<file path="src/rtl/mask_share_encoder_if.sv">
// Stream bundle for the share encoder: plaintext in, RNG beats in, shares plus refresh bits out.
interface mask_share_encoder_if #(
    parameter int unsigned WIDTH = 8,
    parameter int unsigned NRAND = 3,
    parameter int unsigned RNG_W = 4
);
    // A zero-width refresh field is carried as one bit that stays 0
    localparam int unsigned NRAND_W = (NRAND > 0) ? NRAND : 1;

    logic               in_valid;
    logic               in_ready;
    logic [WIDTH-1:0]   in_data;
    logic               rng_valid;
    logic               rng_ready;
    logic [RNG_W-1:0]   rng_data;
    logic               out_valid;
    logic               out_ready;
    logic [WIDTH-1:0]   out_s0;
    logic [WIDTH-1:0]   out_s1;
    logic [NRAND_W-1:0] out_rand;

    modport master (
        output in_valid, in_data, rng_valid, rng_data, out_ready,
        input  in_ready, rng_ready, out_valid, out_s0, out_s1, out_rand
    );

    modport slave (
        input  in_valid, in_data, rng_valid, rng_data, out_ready,
        output in_ready, rng_ready, out_valid, out_s0, out_s1, out_rand
    );
endinterface

</file>
<file path="src/rtl/mask_share_encoder.sv">
// Splits a plaintext word into two Boolean shares using RNG beats gathered over a narrow stream,
// and forwards leftover fresh bits as refresh randomness. All outputs are registered.
module mask_share_encoder #(
    parameter int unsigned WIDTH = 8,
    parameter int unsigned NRAND = 3,
    parameter int unsigned RNG_W = 4
) (
    input logic                  clk,
    input logic                  rst_n,
    mask_share_encoder_if.slave  bus
);
    localparam int unsigned TOTAL   = WIDTH + NRAND;
    localparam int unsigned BEATS   = (TOTAL + RNG_W - 1) / RNG_W;
    localparam int unsigned CNT_W   = $clog2(BEATS + 1);
    localparam int unsigned NRAND_W = (NRAND > 0) ? NRAND : 1;

    typedef enum logic [1:0] {
        ST_IDLE,
        ST_GATHER,
        ST_OUT
    } state_t;

    state_t             state;
    logic [WIDTH-1:0]   data;
    logic [TOTAL-1:0]   pool;
    logic [CNT_W-1:0]   cnt;

    logic [TOTAL-1:0]   pool_next;
    logic [WIDTH-1:0]   mask_next;
    logic [NRAND_W-1:0] rand_next;
    logic               last_beat;

    // Only pool bits below TOTAL exist, so excess bits of the final beat are simply never stored
    always_comb begin
        pool_next = pool;
        for (int unsigned i = 0; i < TOTAL; i++) begin
            if ((i / RNG_W) == 32'(cnt))
                pool_next[i] = bus.rng_data[i % RNG_W];
        end
        mask_next = pool_next[WIDTH-1:0];
        rand_next = '0;
        for (int unsigned i = 0; i < NRAND; i++)
            rand_next[i] = pool_next[WIDTH+i];
        last_beat = (cnt == CNT_W'(BEATS - 1));
    end

    always_ff @(posedge clk or negedge rst_n) begin
        if (!rst_n) begin
            state         <= ST_IDLE;
            data          <= '0;
            pool          <= '0;
            cnt           <= '0;
            bus.in_ready  <= 1'b1;
            bus.rng_ready <= 1'b0;
            bus.out_valid <= 1'b0;
            bus.out_s0    <= '0;
            bus.out_s1    <= '0;
            bus.out_rand  <= '0;
        end else begin
            case (state)
                ST_IDLE: begin
                    if (bus.in_valid) begin
                        data          <= bus.in_data;
                        cnt           <= '0;
                        bus.in_ready  <= 1'b0;
                        bus.rng_ready <= 1'b1;
                        state         <= ST_GATHER;
                    end
                end
                ST_GATHER: begin
                    if (bus.rng_valid) begin
                        pool <= pool_next;
                        cnt  <= cnt + 1'b1;
                        if (last_beat) begin
                            // Plaintext is dropped the moment it has been masked
                            bus.out_s0    <= data ^ mask_next;
                            bus.out_s1    <= mask_next;
                            bus.out_rand  <= rand_next;
                            data          <= '0;
                            bus.rng_ready <= 1'b0;
                            bus.out_valid <= 1'b1;
                            state         <= ST_OUT;
                        end
                    end
                end
                ST_OUT: begin
                    if (bus.out_ready) begin
                        bus.out_valid <= 1'b0;
                        bus.out_s0    <= '0;
                        bus.out_s1    <= '0;
                        bus.out_rand  <= '0;
                        pool          <= '0;
                        cnt           <= '0;
                        bus.in_ready  <= 1'b1;
                        state         <= ST_IDLE;
                    end
                end
                default: state <= ST_IDLE;
            endcase
        end
    end
endmodule

</file>
<file path="src/flat_wrapper.sv">
// flat-port wrapper written by rule: the top's interface ports become plain ports
module mask_share_encoder_flat 
#(
    parameter int unsigned WIDTH = 8,
    parameter int unsigned NRAND = 3,
    parameter int unsigned RNG_W = 4
)
  (clk, rst_n, bus_in_valid, bus_in_data, bus_rng_valid, bus_rng_data, bus_out_ready, bus_in_ready, bus_rng_ready, bus_out_valid, bus_out_s0, bus_out_s1, bus_out_rand);
  mask_share_encoder_if #(.WIDTH(WIDTH), .NRAND(NRAND), .RNG_W(RNG_W)) bus_i ();
  input logic clk;
  input logic rst_n;
  input wire logic [$bits(bus_i.in_valid)-1:0] bus_in_valid;
  input wire logic [$bits(bus_i.in_data)-1:0] bus_in_data;
  input wire logic [$bits(bus_i.rng_valid)-1:0] bus_rng_valid;
  input wire logic [$bits(bus_i.rng_data)-1:0] bus_rng_data;
  input wire logic [$bits(bus_i.out_ready)-1:0] bus_out_ready;
  output wire logic [$bits(bus_i.in_ready)-1:0] bus_in_ready;
  output wire logic [$bits(bus_i.rng_ready)-1:0] bus_rng_ready;
  output wire logic [$bits(bus_i.out_valid)-1:0] bus_out_valid;
  output wire logic [$bits(bus_i.out_s0)-1:0] bus_out_s0;
  output wire logic [$bits(bus_i.out_s1)-1:0] bus_out_s1;
  output wire logic [$bits(bus_i.out_rand)-1:0] bus_out_rand;
  assign bus_i.in_valid = bus_in_valid;
  assign bus_i.in_data = bus_in_data;
  assign bus_i.rng_valid = bus_rng_valid;
  assign bus_i.rng_data = bus_rng_data;
  assign bus_i.out_ready = bus_out_ready;
  assign bus_in_ready = bus_i.in_ready;
  assign bus_rng_ready = bus_i.rng_ready;
  assign bus_out_valid = bus_i.out_valid;
  assign bus_out_s0 = bus_i.out_s0;
  assign bus_out_s1 = bus_i.out_s1;
  assign bus_out_rand = bus_i.out_rand;
  mask_share_encoder #(.WIDTH(WIDTH), .NRAND(NRAND), .RNG_W(RNG_W)) u_core (.clk(clk), .rst_n(rst_n), .bus(bus_i));
endmodule
</file>
<file path="config.mk">
export PLATFORM = sky130hd
export DESIGN_NAME = mask_share_encoder_flat
export DESIGN_NICKNAME = d
export VERILOG_FILES = /design/src/rtl/mask_share_encoder_if.sv /design/src/rtl/mask_share_encoder.sv /design/src/flat_wrapper.sv
export SDC_FILE = /design/constraint.sdc
export NUM_CORES = 1
export LEC_CHECK = 0
export CORE_MARGIN = 3
export CORE_UTILIZATION = 40
export DETAILED_ROUTE_END_ITERATION = 6
export PLACE_DENSITY = 0.74
export SLEW_MARGIN = 10
export SYNTH_ARGS = -nofsm -noshare
export SYNTH_HDL_FRONTEND = slang
export SYNTH_SLANG_ARGS = --single-unit
</file>
<file path="constraint.sdc">
create_clock -name clk -period 5.1 [get_ports clk]
set_clock_uncertainty 0.15 [all_clocks]
set_input_delay 1.275 -clock clk [delete_from_list [all_inputs] [get_ports clk]]
set_output_delay 1.275 -clock clk [all_outputs]
set_load 0.02 [all_outputs]
</file>
==> Word level (Yosys, flattened, before mapping) <==
Index checks and enable logic that the tools add are counted.
{ "word_totals": {"output_inout_bits": 22, "regBits": 45, "word_cells": 81} }
{ "classes": {"muxes": 48, "n_reduce_logical": 12, "n_eq_ne": 9, "add_sub_neg": 1, "n_bitwise": 1} }
{ "ops": {"columns": ["op", "count"], "rows": [
  ["2-to-1 mux 8 bit", 8],
  ["one-hot mux 8 bit (2 select lines)", 3],
  ["2-to-1 mux 11 bit", 2],
  ["one-hot mux 11 bit (2 select lines)", 1],
  ["2-to-1 mux 1 bit", 19],
  ["AND reduction 4 bit", 4],
  ["2-to-1 mux 2 bit", 6],
  ["one-hot mux 2 bit (3 select lines)", 2],
  ["2-to-1 mux 3 bit", 3],
  ["bitwise XOR 8 bit", 1],
  ["!= test 2 bit (second input constant)", 3],
  ["one-hot mux 1 bit (2 select lines)", 3],
  ["one-hot mux 3 bit (2 select lines)", 1],
  ["AND reduction 3 bit", 2],
  ["nonzero test 2 bit", 3],
  ["equality test 2 bit (second input constant)", 2],
  ["logical NOT 2 bit", 2],
  ["nonzero test 3 bit", 1],
  ["adder 2 x 1 -> 2 bit (second input constant)", 1],
  ["equality test 1 x 2 -> 1 bit (first input constant)", 1],
  ["equality test 2 x 1 -> 1 bit (second input constant)", 1],
  ["equality test 2 bit (first input constant)", 1],
  ["!= test 2 x 1 -> 1 bit (second input constant)", 1]
]} }

==> Logic depth before layout (Yosys ltp) <==
Gate-level depths: netlist of the first run.
{ "depth": {"depth_word": 6, "depth_mapped": 7, "depth_no_buf": 5} }

==> Worst setup path after synthesis of the first run <==
OpenSTA, ideal clock, no wires.
{ "synth_timing": {"path_type": "input to register", "from": "input bus_in_valid", "to": "register u_core.data[0]", "setup_slack_ns": 2.617, "t_required_ns": 4.825, "arrival_time_ns": 2.209, "path_buffers": 0, "path_stages": 3, "cell_sequence": "and2b_2 -> a211oi_4 -> mux2_2"} }
{ "synth_via": {"elab_chain_cells": 2} }
{ "synth_lines": {"columns": ["item", "line_no", "rtl"], "rows": [
  ["start, declared", "flat_wrapper.sv:12", "input wire logic [$bits(bus_i.in_valid)-1:0] bus_in_valid;"],
  ["!= test 2 bit (no line)", null, null],
  ["AND reduction 4 bit (no line)", null, null],
  ["end signal, assigned", "mask_share_encoder.sv:63", "data <= bus.in_data;"],
  ["end, declared", "mask_share_encoder.sv:24", "logic [WIDTH-1:0] data;"]
]} }
No other way between the ends.
A chain may end at the register's enable or synchronous reset.

==> Worst setup path in the final report of the first run <==
{ "layout_timing": {"from": "input bus_out_ready", "to": "register u_core.pool[7]"} }
{ "layout_via": {"elab_chain_cells": 2} }
{ "layout_lines": {"columns": ["item", "line_no", "rtl"], "rows": [
  ["start, declared", "flat_wrapper.sv:16", "input wire logic [$bits(bus_i.out_ready)-1:0] bus_out_ready;"],
  ["!= test 2 bit (no line)", null, null],
  ["AND reduction 3 bit (no line)", null, null],
  ["end signal, assigned", "mask_share_encoder.sv:72", "pool <= pool_next;"],
  ["end, declared", "mask_share_encoder.sv:25", "logic [TOTAL-1:0] pool;"]
]} }
No other way between the ends.

==> impl_metrics.env, run 1 <==
export IMPL_initial_core_util_pct=42.4
export IMPL_cp_depth=4
export IMPL_seqCellArea_sq_um=1130
export IMPL_cts_sinks=45
export IMPL_grt_usage_pct=14.6
export IMPL_routed_via_density=4.84
export IMPL_holdCritPathClass="flip-flop to flip-flop"
export IMPL_period_share_pct=59.9
export IMPL_final_max_slew_viol_count=0
export IMPL_powerDensity_nw_per_um2=738
export IMPL_p_leak_nw=1.21
export IMPL_crit_fanout=11
export IMPL_overflow=0
export IMPL_crit_path_end_kind="flip-flop"
export IMPL_syn_area_sq_um=2220
export IMPL_port_buffers=38
export IMPL_first_global_vias=1440
export IMPL_worstPathCellList="clkdlybuf4s50_1 > and2b_1 > nor2_1 > mux2_2"
export IMPL_ys_seq_area_share_pct=50.8
export IMPL_tritoncts="yes"
export IMPL_crit_type="input pin to flip-flop"
export IMPL_r2r_start="u_core.state[0]$_DFFE_PN0P_"
export IMPL_status="finished, final reports clean"
export IMPL_dr_total_vias=1374
export IMPL_dieArea_sq_um=6480
export IMPL_setup_viol=0
export IMPL_postCtsSetupBuffers=0
export IMPL_worst_pin_slew_ps=973
export IMPL_fin_hold_ws_ps=334
export IMPL_final_common_cell="dfrtp_1"
export IMPL_worstReg2RegEnd="u_core.pool[7]$_DFFE_PN0P_"
export IMPL_nets=238
export IMPL_clockBufferDepth=2
export IMPL_crit_family="simple AND/OR/NAND/NOR gates"
export IMPL_yosysWarnings=0
export IMPL_tns_ps=0
export IMPL_r2r_setup_slack_ps=2530
export IMPL_worst_path_buf_inv=1
export IMPL_coreArea_sq_um=5240
export IMPL_syn_nets=200
export IMPL_hold_viol=0
export IMPL_grt_pass1_wl_mm=7.12
export IMPL_cap_violations=0
export IMPL_diodes=0
export IMPL_crit_path_end="u_core.pool[7]$_DFFE_PN0P_"
export IMPL_numCtsBuffers=5
export IMPL_slew_headroom_pct=35.1
export IMPL_synth_seq_cells=45
export IMPL_cts_resized=0
export IMPL_io_pins=39
export IMPL_clock_latency_ps=300
export IMPL_drc_errors=0
export IMPL_worstSetupStartpoint="bus_out_ready"
export IMPL_slowest_stage="nor2_1"
export IMPL_die_h_microns=80.5
export IMPL_ir_drop_uv=334
export IMPL_cpPeakStageDelay_ps=710
export IMPL_wl_mm=4.14
export IMPL_multi_input_area_sq_um=1030
export IMPL_syn_to_final_growth_pct=23.3
export IMPL_postRouteAntennaNets=0
export IMPL_rsz0062_at_grt="false"
export IMPL_fp_dieW_microns=80.5
export IMPL_clk_pin_slew_ps=90
export IMPL_synth_area_per_cell_sq_um=12.7
export IMPL_fmax_ghz=0.327
export IMPL_fillers=453
export IMPL_globalplace_congestion=0.807
export IMPL_wl_per_cell_microns=14.6
export IMPL_drive_above_1_share_pct=21.5
export IMPL_r2r_cells=5
export IMPL_placementRows=26
export IMPL_drtIter0Drc=37
export IMPL_period_needed_ps=3050
export IMPL_cp_arrival_ps=3090
export IMPL_critPathLaunchType="input pin"
export IMPL_grt_max_degree=46
export IMPL_dr_pass1_iters=4
export IMPL_netlist_instances=175
export IMPL_dpl_hpwl_mm=3.03
export IMPL_synth_distinct_cells=30
export IMPL_worst_ep_required_time_ps=5140
export IMPL_cts_max_level=2
export IMPL_antenna_found_initial=0
export IMPL_cts_root_buf="clkbuf_8"
export IMPL_holdBufCountCts=0
export IMPL_final_cell_mix="dfrtp_1 (44), clkdlybuf4s50_1 (37), mux2_2 (31), nor2_1 (17), mux2i_1 (14)"
-- Yosys cell counts (all sizes together) --
master	count	area, sq um
a2bb2oi	1	8.76
a22o	8	70.1
nor2	17	63.8
dfstp	1	26.3
a41oi	1	8.76
nand4	1	6.26
nand2	4	17.5
a21oi	1	5.00
nor3	1	5.00
nor2b	4	25.0
xnor2	8	70.1
a211oi	2	27.5
mux2i	14	140
mux2	31	349
buf	5	32.5
nor4b	2	32.5
nand2b	3	18.8
ha	8	100
o22ai	1	6.26
a21o	1	7.51
clkbuf	3	11.3
dfrtp	44	1100
or2b	1	7.51
and2b	8	61.3
inv	5	18.8
-- cell type report --
| class | instances | share of cell area, % |
|---|---|---|
| Multi-Input combinational cell | 117 | 37.6 |
| Tap cell | 70 | 3.20 |
| Timing Repair Buffer | 39 | 14.0 |
| Inverter | 5 | 0.685 |
| Clock inverter | 3 | 0.822 |
| Sequential cell | 45 | 41.2 |
| Clock buffer | 5 | 2.51 |
-- per-stage QoR --
| step | cell area (sq um) | total power [mW] | util, % | worst slack, ps | std cells |
|---|---|---|---|---|---|
| after floorplan | 2220 | 1.49 | - | 2620 | 175 |
| after global placement | 2650 | 1.80 | 50.5 | 1740 | 276 |
| after detailed placement | 2650 | 1.83 | 50.5 | 1700 | 276 |
| after CTS | 2740 | 2.05 | 52.3 | 2030 | 284 |
| after global routing | 2740 | 2.19 | 52.3 | 1950 | 284 |
| final | 2740 | 2.02 | 52.3 | 2050 | 284 |
-- worst min-delay path by stage --
stage / startpoint / slack (ps) / depth (start not counted) / endpoint
after global placement: u_core.bus.out_valid$_DFFE_PN0P_ / 310 / 1 / u_core.bus.out_valid$_DFFE_PN0P_
final: u_core.bus.out_valid$_DFFE_PN0P_ / 330 / 1 / u_core.bus.out_valid$_DFFE_PN0P_
after detailed placement: u_core.bus.out_valid$_DFFE_PN0P_ / 320 / 1 / u_core.bus.out_valid$_DFFE_PN0P_
after CTS: u_core.bus.out_valid$_DFFE_PN0P_ / 340 / 1 / u_core.bus.out_valid$_DFFE_PN0P_
after floorplan: u_core.pool[5]$_DFFE_PN0P_ / 330 / 1 / u_core.pool[5]$_DFFE_PN0P_
after global routing: u_core.bus.out_s1[2]$_DFFE_PN0P_ / 370 / 1 / u_core.bus.out_s1[2]$_DFFE_PN0P_
-- cell families (layout without fill, tap and decap cells) --
family,count (synthesis),in the layout,synth area share [%]
buffers and inverters,13,52,2.82
adders and majority gates,8,8,4.51
DFF,45,45,50.8
xor gates and xnor gates,8,8,3.16
AOI/OAI and AO/OA,15,15,6.03
muxes,45,45,22.0
and+or+nand+nor,41,41,10.7
-- layer usage --
metal / routed length (microns) / GRT usage (%) / up-vias
li1: - / - / 681
met5: 0 / 0 / -
met3: 176 / 3.92 / 4
met4: 32 / 4.56 / 0
met1: 2080 / 20.9 / 659
met2: 1850 / 21.6 / 30
-- sequential cells by signal, indices dropped and copies added, names as in the netlist --
| name | flops |
|---|---|
| u_core.bus.in_ready | 1 |
| u_core.bus.out_rand | 3 |
| u_core.bus.out_s0 | 8 |
| u_core.bus.out_s1 | 8 |
| u_core.bus.out_valid | 1 |
| u_core.bus.rng_ready | 1 |
| u_core.cnt | 2 |
| u_core.data | 8 |
| u_core.pool | 11 |
| u_core.state | 2 |
-- worst register-to-register path, stage by stage (launching register included) --
cell,delay [ps]
dfrtp_1,400
inv_1,90
ha_1,390
and2b_1,300
nor2_1,710
mux2_2,420
-- power breakdown --
| group | switching [mW] | leakage [nW] | internal, mW |
|---|---|---|---|
| logic | 0.563 | 0.606 | 0.611 |
| clock network | 0.123 | 0.0481 | 0.0972 |
| registers | 0.0913 | 0.559 | 0.537 |
Power figures use the tool's default switching activity.
==> inputs of run 2 (changes only) <==
--- a/config.mk
+++ b/config.mk
@@ -8,7 +8,7 @@
 export CORE_MARGIN = 3
 export CORE_UTILIZATION = 40
 export DETAILED_ROUTE_END_ITERATION = 6
-export PLACE_DENSITY = 0.74
+export PLACE_DENSITY = 0.77
 export SLEW_MARGIN = 10
 export SYNTH_ARGS = -nofsm -noshare
 export SYNTH_HDL_FRONTEND = slang
==> constraint.sdc (replaced) <==
create_clock -name clk -period 2.8 [get_ports clk]
set_clock_uncertainty 0.15 [all_clocks]
set_input_delay 0.7 -clock clk [delete_from_list [all_inputs] [get_ports clk]]
set_output_delay 0.7 -clock clk [all_outputs]
set_load 0.02 [all_outputs]
==> run 2 against run 1 <==
Via count is 2.5% higher. Cell area is 1.2% higher. Sequential power is 82% higher. Hold slack worse by 17 ps. Combinational power is 85% higher. Total power is 85% higher. Wire length is 3.4% higher. Utilization is 0.62 points higher. First-iteration DRC count is 51% higher. Critical path type is now flip-flop to output port. Critical endpoint is now bus_in_ready. Largest cell class unchanged.
==> impl_metrics.env, run 2 (synthesis gave the netlist of run 1 again) <==
export IMPL_status="finished, final reports clean"
export IMPL_crit_path_end_kind="output port"
export IMPL_dr_total_vias=1409
export IMPL_nets=241
export IMPL_drc_errors=0
export IMPL_clockBufferDepth=2
export IMPL_cpPeakStageDelay_ps=600
export IMPL_p_leak_nw=1.23
export IMPL_tritoncts="yes"
export IMPL_place_area_sq_um=2670
export IMPL_first_global_vias=1572
export IMPL_clock_latency_ps=290
export IMPL_hold_viol=0
export IMPL_cts_max_level=2
export IMPL_tns_ps=0
export IMPL_instances_no_fill=287
export IMPL_clkPwrFrac_pct=11.4
export IMPL_cts_sinks=45
export IMPL_cts_root_buf="clkbuf_8"
export IMPL_grt_usage_pct=15.0
export IMPL_diodes=0
export IMPL_cp_arrival_ps=1420
export IMPL_dr_pass1_iters=4
export IMPL_final_cell_area_sq_um=2770
export IMPL_wl_per_cell_microns=14.9
export IMPL_drive_above_1_share_pct=22.6
export IMPL_final_cell_mix="dfrtp_1 (44), clkdlybuf4s50_1 (37), mux2_2 (31), nor2_1 (17), mux2i_1 (14)"
export IMPL_syn_to_final_growth_pct=24.8
export IMPL_fmax_ghz=0.441
export IMPL_combPwrFrac_pct=58.1
export IMPL_die_h_microns=80.5
export IMPL_worst_path_buf_inv=1
export IMPL_swShare_pct=37.5
export IMPL_io_pins=39
export IMPL_period_needed_ps=2270
export IMPL_holdCritPathClass="input pin to asynchronous set/reset pin"
export IMPL_drtIter0Drc=56
export IMPL_coreArea_sq_um=5240
export IMPL_overflow=0
export IMPL_worstPathCellList="clkdlybuf4s50_1"
export IMPL_largest_reg_flops=11
export IMPL_globalplace_congestion=0.789
export IMPL_setup_viol=0
export IMPL_worst_pin_slew_ps=552
export IMPL_numCtsBuffers=5
export IMPL_holdBufCountCts=0
export IMPL_grt_pass1_wl_mm=7.47
export IMPL_crit_fanout=2
export IMPL_rsz0062_at_grt="false"
export IMPL_slew_headroom_pct=63.2
export IMPL_cts_resized=0
export IMPL_placementRows=26
export IMPL_fp_dieW_microns=80.5
export IMPL_postCtsSetupBuffers=0
export IMPL_worst_ep_required_time_ps=1950
export IMPL_p_sw_mw=1.41
export IMPL_initial_core_util_pct=42.4
export IMPL_port_buffers=38
export IMPL_crit_family="buffers and inverters"
export IMPL_clk_pin_slew_ps=80
export IMPL_dieArea_sq_um=6480
export IMPL_postRouteAntennaNets=0
export IMPL_ir_drop_uv=568
export IMPL_powerDensity_nw_per_um2=1350
export IMPL_wl_mm=4.28
export IMPL_critPathLaunchType="flip-flop"
export IMPL_slowest_stage="clkdlybuf4s50_1"
export IMPL_period_share_pct=80.9
export IMPL_final_common_cell="dfrtp_1"
export IMPL_antenna_found_initial=0
export IMPL_dp_cells=279
export IMPL_largest_register="u_core.pool"
export IMPL_p_int_mw=2.34
export IMPL_crit_type="flip-flop to output port"
export IMPL_dpl_hpwl_mm=3.23
export IMPL_cap_violations=0
export IMPL_routed_via_density=4.91
export IMPL_final_max_slew_viol_count=0
export IMPL_grt_max_degree=46
export IMPL_seq_power_share_pct=30.5
==> run 2: cell types whose count changed in the layout (fill, tap and decap cells not counted), sizes merged <==
cell	previous run	this run
buf	2	5
clkbuf	5	7
clkinv	3	1
==> run 2: layout make-up <==
cell class                      instances  area [sq um]
Inverter                                5          18.8
Tap cell                               70          87.6
Multi-Input combinational cell        117          1030
Sequential cell                        45          1130
Clock buffer                            7          96.3
Fill cell                             471          2470
Timing Repair Buffer                   42           405
Clock inverter                          1          5.00
==> run 2: power groups by stage <==
stage / clock network [mW] / logic, mW / registers, mW
finish: 0.427 / 2.17 / 1.14
global route: 0.472 / 2.40 / 1.18
CTS: 0.440 / 2.20 / 1.15
detailed placement: 0 / 2.19 / 1.16
global placement: 0 / 2.15 / 1.15
floorplan: 0 / 1.41 / 1.31
==> run 2: final timing paths <==
path                                                   from                               end  slack [ps]  cells after the start
max in group asynchronous                             rst_n  u_core.bus.out_s0[4]$_DFFE_PN0P_        1790                      2
hold / removal                                        rst_n       u_core.state[1]$_DFFE_PN0P_         320                      2
setup reg to reg                u_core.state[0]$_DFFE_PN0P_  u_core.bus.out_s1[7]$_DFFE_PN0P_         590                      6
min in group clk           u_core.bus.out_valid$_DFFE_PN0P_  u_core.bus.out_valid$_DFFE_PN0P_         330                      1
hold reg to reg            u_core.bus.out_valid$_DFFE_PN0P_  u_core.bus.out_valid$_DFFE_PN0P_         330                      1
setup / recovery            u_core.bus.in_ready$_DFFE_PN1P_                      bus_in_ready         530                      1
==> run 2: per-layer routing <==
| layer | routed length (microns) | vias to the layer above | GRT usage [%] |
|---|---|---|---|
| met5 | 0 | - | 0 |
| met4 | 23 | 0 | 4.05 |
| met3 | 181 | 4 | 3.48 |
| met2 | 2030 | 30 | 24.1 |
| met1 | 2040 | 693 | 20.4 |
| li1 | - | 682 | - |
==> run 2: through the flow <==
step	hold slack (ps)	worst slack, ps	utilization [%]	power, mW
after floorplan	254	892	-	2.72
after global placement	314	285	51.0	3.30
after detailed placement	316	252	51.0	3.36
after CTS	334	520	52.9	3.79
after global routing	357	442	52.9	4.05
final	317	534	52.9	3.74
